<file path="src/rtl/uart_pkg.sv">
// Shared UART definitions: data_len encodings, character mask helper,
// receive-FIFO entry width and idle-timeout length.
package uart_pkg;

    typedef enum logic [1:0] {
        LEN5 = 2'b00,
        LEN6 = 2'b01,
        LEN7 = 2'b10,
        LEN8 = 2'b11
    } data_len_e;

    localparam int RX_TIMEOUT_BITS = 40;  // four 10-bit character times
    localparam int RX_ENTRY_W      = 9;   // {parity_error, data[7:0]}

    function automatic logic [7:0] data_mask(input logic [1:0] len);
        case (data_len_e'(len))
            LEN5:    return 8'h1F;
            LEN6:    return 8'h3F;
            LEN7:    return 8'h7F;
            default: return 8'hFF;
        endcase
    endfunction

endpackage

</file>
<file path="src/rtl/uart_rx_timeout.sv">
// Idle counter for the receive FIFO: counts baud ticks while data sits unread
// and raises a sticky timeout after RX_TIMEOUT_BITS ticks with no activity.
module uart_rx_timeout
    import uart_pkg::*;
(
    input  logic clk,
    input  logic rst_n,
    input  logic baud_tick,
    input  logic activity,
    input  logic empty,
    output logic timeout
);

    localparam logic [5:0] LAST_TICK = 6'(RX_TIMEOUT_BITS - 1);

    logic [5:0] idle_cnt;

    // The counter saturates at RX_TIMEOUT_BITS; timeout stays set until activity.
    always_ff @(posedge clk) begin
        if (!rst_n || activity || empty) begin
            idle_cnt <= '0;
            timeout  <= 1'b0;
        end else if (baud_tick && !timeout) begin
            idle_cnt <= idle_cnt + 6'd1;
            if (idle_cnt == LAST_TICK) timeout <= 1'b1;
        end
    end

endmodule

</file>
<file path="src/rtl/uart_rx_fifo.sv">
// Receive FIFO behind uart_rx with FWFT pop port, level/full/empty, sticky overrun
// and threshold interrupt. Define UART_RX_FIFO_TIMEOUT_EN to build the idle timeout.
module uart_rx_fifo
    import uart_pkg::*;
#(
    parameter  int DEPTH  = 16,
    localparam int ADDR_W = $clog2(DEPTH)
) (
    input  logic              clk,
    input  logic              rst_n,
    input  logic              baud_tick,
    input  logic [7:0]        rx_data,
    input  logic              rx_done,
    input  logic              parity_error,
    input  logic [1:0]        data_len,
    input  logic              rd_en,
    input  logic              flush,
    input  logic              clr_overrun,
    input  logic [ADDR_W:0]   rx_thresh,
    output logic [7:0]        rd_data,
    output logic              rd_perr,
    output logic              empty,
    output logic              full,
    output logic [ADDR_W:0]   level,
    output logic              overrun,
    output logic              rx_irq,
    output logic              rx_timeout
);

    localparam logic [ADDR_W:0] FULL_LEVEL = (ADDR_W + 1)'(DEPTH);

    logic [RX_ENTRY_W-1:0] mem [DEPTH];
    logic [ADDR_W-1:0]     wr_ptr, rd_ptr;
    logic [ADDR_W:0]       level_nxt;
    logic                  push_ok, pop_ok, drop;

    assign empty = (level == '0);
    assign full  = (level == FULL_LEVEL);

    // flush wins over both ports; a push into a full FIFO survives only with a pop.
    assign pop_ok  = rd_en && !empty && !flush;
    assign push_ok = rx_done && !flush && (!full || pop_ok);
    assign drop    = rx_done && !flush && !push_ok;

    always_comb begin
        level_nxt = level;
        if (flush)
            level_nxt = '0;
        else if (push_ok && !pop_ok)
            level_nxt = level + 1'b1;
        else if (pop_ok && !push_ok)
            level_nxt = level - 1'b1;
    end

    // NOTE: the storage array has no reset; pointers and level alone define validity.
    always_ff @(posedge clk) begin
        if (push_ok) mem[wr_ptr] <= {parity_error, rx_data & data_mask(data_len)};
    end

    always_ff @(posedge clk) begin
        if (!rst_n) begin
            wr_ptr  <= '0;
            rd_ptr  <= '0;
            level   <= '0;
            overrun <= 1'b0;
            rx_irq  <= 1'b0;
        end else begin
            if (flush) begin
                wr_ptr <= '0;
                rd_ptr <= '0;
            end else begin
                if (push_ok) wr_ptr <= wr_ptr + 1'b1;
                if (pop_ok)  rd_ptr <= rd_ptr + 1'b1;
            end
            level <= level_nxt;
            if (drop)
                overrun <= 1'b1;
            else if (clr_overrun)
                overrun <= 1'b0;
            rx_irq <= (rx_thresh != '0) && (level_nxt >= rx_thresh);
        end
    end

    assign rd_data = empty ? 8'h00 : mem[rd_ptr][7:0];
    assign rd_perr = empty ? 1'b0  : mem[rd_ptr][8];

`ifdef UART_RX_FIFO_TIMEOUT_EN
    uart_rx_timeout u_timeout (
        .clk       (clk),
        .rst_n     (rst_n),
        .baud_tick (baud_tick),
        .activity  (push_ok || pop_ok || flush),
        .empty     (empty),
        .timeout   (rx_timeout)
    );
`else
    logic unused_baud_tick;
    assign unused_baud_tick = baud_tick;
    assign rx_timeout       = 1'b0;
`endif

endmodule

</file>
<file path="config.mk">
export PLATFORM = sky130hd
export DESIGN_NAME = uart_rx_fifo
export DESIGN_NICKNAME = d
export VERILOG_FILES = /design/src/rtl/uart_pkg.sv /design/src/rtl/uart_rx_timeout.sv /design/src/rtl/uart_rx_fifo.sv
export SDC_FILE = /design/constraint.sdc
export NUM_CORES = 1
export LEC_CHECK = 0
export ABC_AREA = 1
export BUFFER_PORTS_ARGS = -buffer_cell sky130_fd_sc_hd__buf_2
export CORE_MARGIN = 1
export CORE_UTILIZATION = 56
export DETAILED_ROUTE_END_ITERATION = 8
export GPL_TIMING_DRIVEN = 1
export HOLD_SLACK_MARGIN = 0.15
export MAX_ROUTING_LAYER = met4
export PLACE_DENSITY = 0.83
export SETUP_SLACK_MARGIN = 0.5
export SLEW_MARGIN = 20
export SYNTH_ARGS = -nofsm -noshare
export SYNTH_HDL_FRONTEND = slang
export SYNTH_HIERARCHICAL = 1
export SYNTH_SLANG_ARGS = --single-unit
</file>
<file path="constraint.sdc">
create_clock -name clk -period 7 [get_ports clk]
set_input_delay 1.4 -clock clk [delete_from_list [all_inputs] [get_ports clk]]
set_output_delay 1.4 -clock clk [all_outputs]
set_load 0.05 [all_outputs]
</file>
==> flow_metrics.env <==
export IMPL_grt_max_degree=74
export IMPL_cp_max_fo=73
export IMPL_drc=0
export IMPL_synth_common_cells="nand2_1 (218), edfxtp_1 (144), nand3_1 (121)"
export IMPL_hold_violations=0
export IMPL_synth_area_leaders="edfxtp_1 (61%), nand2_1 (11%), nand3_1 (8.5%)"
export IMPL_vias=4966
export IMPL_holdPathStages=2
export IMPL_cp_slowest_cell="clkinv_2"
export IMPL_ys_flop_type="edfxtp_1"
export IMPL_total_power_w=0.00212
export IMPL_grt_antenna_before_repair=0
export IMPL_power_switching_w=0.000461
export IMPL_cts_resized=0
export IMPL_cap_violations=0
export IMPL_drtIter0Drc=602
export IMPL_synthCells=671
export IMPL_fin_crit_sh=0.686
export IMPL_slew_viol_final=0
export IMPL_synth_edf_count=144
export IMPL_root_buffer="clkbuf_16"
export IMPL_numCtsBuffers=17
export IMPL_synth_seq_cells=163
export IMPL_final_min_clock_period_ps=4800
export IMPL_vias_per_cell=5.56
export IMPL_synth_most_common_cell="nand2_1"
export IMPL_grt_pass1_vias=4809
export IMPL_gr_total_overflow=0
export IMPL_r2r_worst_path_cells=9
export IMPL_cpMostUsedCell="nand2_1"
export IMPL_clock_fmax_mhz=208
export IMPL_syn_cell_area_sq_mm=0.00713
export IMPL_cts_sinks=163
export IMPL_rsz0062_at_grt="no"
export IMPL_synthArstFlopShare=0
export IMPL_critical_path_class="reg2out"
export IMPL_intPower_w=0.00166
export IMPL_clockBufferDepth=2
export IMPL_core_sq_mm=0.0122
export IMPL_post_cts_hold_buffer_count=0
export IMPL_pwr_density_cell_mw_per_mm2=264
export IMPL_fp_dieArea_sq_mm=0.0132
export IMPL_grt_total_usage=0.251
export IMPL_grt_pass1_wl_um=23600
export IMPL_worstMarginPinSlew_ps=1020
export IMPL_start_util=0.584
export IMPL_power_share_sequential=0.505
export IMPL_holdPathEnd="overrun"
export IMPL_worst_path_largest_cell_delay_ps=1020
export IMPL_wire_per_inst_um=17.3
export IMPL_gp_congestion=0.863
export IMPL_p_clk_frac=0.432
export IMPL_die_height_um=115
export IMPL_synth_top_area_frac=0.606
export IMPL_rows=40
export IMPL_max_vdd_ir_drop_mv=0.133
export IMPL_avgSynthCellArea_sq_um=10.6
export IMPL_timing_rr_start="level[0]"
export IMPL_r2r_slack_ps=4350
export IMPL_start_kind="flip-flop"
export IMPL_wirelength_um=15400
export IMPL_endpoint_kind="primary output"
export IMPL_antennaDiodeCount=0
export IMPL_cts_htree_levels=4
export IMPL_outcome="complete, no violations"
export IMPL_tns_ps=0
export IMPL_swShare=0.218
export IMPL_fin_worst_skew_ps=8.84
export IMPL_cp_required_ps=5600
export IMPL_setup_violations=0
export IMPL_syn_to_final_growth_pct=12.5
export IMPL_crit_chain="buf_4 -> clkinv_2 -> nand2_1 -> nand3_1 -> nand3_1 -> nand2_1 -> nand2_1 -> a21oi_1 -> buf_2"
export IMPL_power_frac_comb=0.064
export IMPL_leakage_nw=3.16
export IMPL_boundaryPins=42
export IMPL_portBuffers=39
export IMPL_postCtsSetupRepairBufs=0
export IMPL_nNetsFinal=747
export IMPL_r2r_end="mem[15][1]"
export IMPL_drtPass1Iterations=5
export IMPL_clock_latency_ps=420
export IMPL_crit_arrival_ps=3400
export IMPL_hpwl_um=9220
export IMPL_ys_seq_area_frac=0.660
export IMPL_ant_nets=0
export IMPL_fillers=882
export IMPL_syn_num_nets=706
export IMPL_synth_cell_types=29
export IMPL_drive_gt1_frac=0.130
export IMPL_synth_top_area_cell="edfxtp_1"
export IMPL_synth_warnings=6
export IMPL_max_slew_margin=0.322
export IMPL_cts_tree="yes"
export IMPL_hp_class="reg2reg"
export IMPL_path_clk_slew_ps=60
export IMPL_worstHoldStart="overrun"
export IMPL_die_x_um=115
==> cells by family after synthesis <==
family,Yosys count,share of synthesized area
other,1,0.000526
AOI/OAI and AO/OA,27,0.0196
xor gates and xnor gates,6,0.00737
buffers and inverters,72,0.0502
DFF,163,0.660
and+or+nand+nor,390,0.242
adders and majority gates,12,0.0210
==> placed cells by master (no fill, tap or decap), types with 2 or more instances in the layout <==
cell type    n
nand2_1    218
edfxtp_1   144
nand3_1    121
buf_2       39
inv_1       36
a21oi_1     19
nor2_1      19
dfxtp_1     18
clkbuf_16   17
buf_4       13
nor3_1      12
ha_1        12
nand4_1      7
o21ai_0      6
clkbuf_1     5
clkinv_1     4
clkinv_2     4
xor2_1       4
nand3_2      3
nand2_4      3
bufinv_16    3
nor2_4       2
nor2_2       2
xnor2_1      2
inv_2        2
clkinv_4     2
==> critical path, delay by kind of cell (launching register included) <==
kind            cells  cell delay, ps
compound gates      1             110
buf+inv             3            1820
flops               1             310
simple gates        5             690
==> state kept, by name (all words and copies together), names as in the netlist, named ones only <==
| register | cells |
|---|---|
| rx_irq | 1 |
| overrun | 1 |
| wr_ptr | 4 |
| rd_ptr | 4 |
| level | 5 |
| mem | 144 |
==> cell type report <==
type / count / area [sq um] / area share
inverters: 42 / 159 / 0.0198
clock inverters: 10 / 134 / 0.0167
repair buffers: 52 / 293 / 0.0365
well taps: 168 / 210 / 0.0262
flip-flops and latches: 163 / 4710 / 0.586
multi-input cells: 436 / 2080 / 0.259
clock buffers: 22 / 444 / 0.0554
==> metrics by stage <==
step / std cells / utilization / hold slack (ps) / area (sq um) / worst slack, ps
floorplan: 671 / - / 447 / 7130 / 2910
global placement: 861 / 0.609 / 463 / 7440 / 2930
detailed placement: 861 / 0.609 / 461 / 7440 / 2870
CTS: 893 / 0.657 / 479 / 8020 / 2390
global route: 893 / 0.657 / 508 / 8020 / 1980
finish: 893 / 0.657 / 480 / 8020 / 2200
==> layer usage <==
metal	wire, um	up-vias	track usage
li1	-	2377	-
met1	6250	2341	0.296
met5	0	-	-
met2	7800	218	0.416
met3	1110	30	0.0596
met4	292	0	0.104
==> how the worst max path moves through the flow <==
| stage | start | end | slack [ps] | cells after the start |
|---|---|---|---|---|
| 2_1_floorplan | level[0] | rd_data[0] | 2910 | 5 |
| 3_3_place_gp | flip-flop | rd_data[7] | 2930 | 9 |
| 3_5_place_dp | flip-flop | rd_data[7] | 2870 | 9 |
| 4_1_cts | flip-flop | rd_data[7] | 2390 | 9 |
| 5_1_grt | flip-flop | rd_data[6] | 1980 | 9 |
| 6_report | flip-flop | rd_data[7] | 2200 | 9 |
==> power groups by stage <==
stage               registers (W)  logic [W]  clock network, W
floorplan                 0.00109  0.0000892                 0
global placement          0.00109   0.000127                 0
detailed placement        0.00109   0.000133                 0
CTS                       0.00107   0.000134          0.000914
global route              0.00107   0.000147          0.000953
finish                    0.00107   0.000135          0.000913
Power figures use the tool's default switching activity.
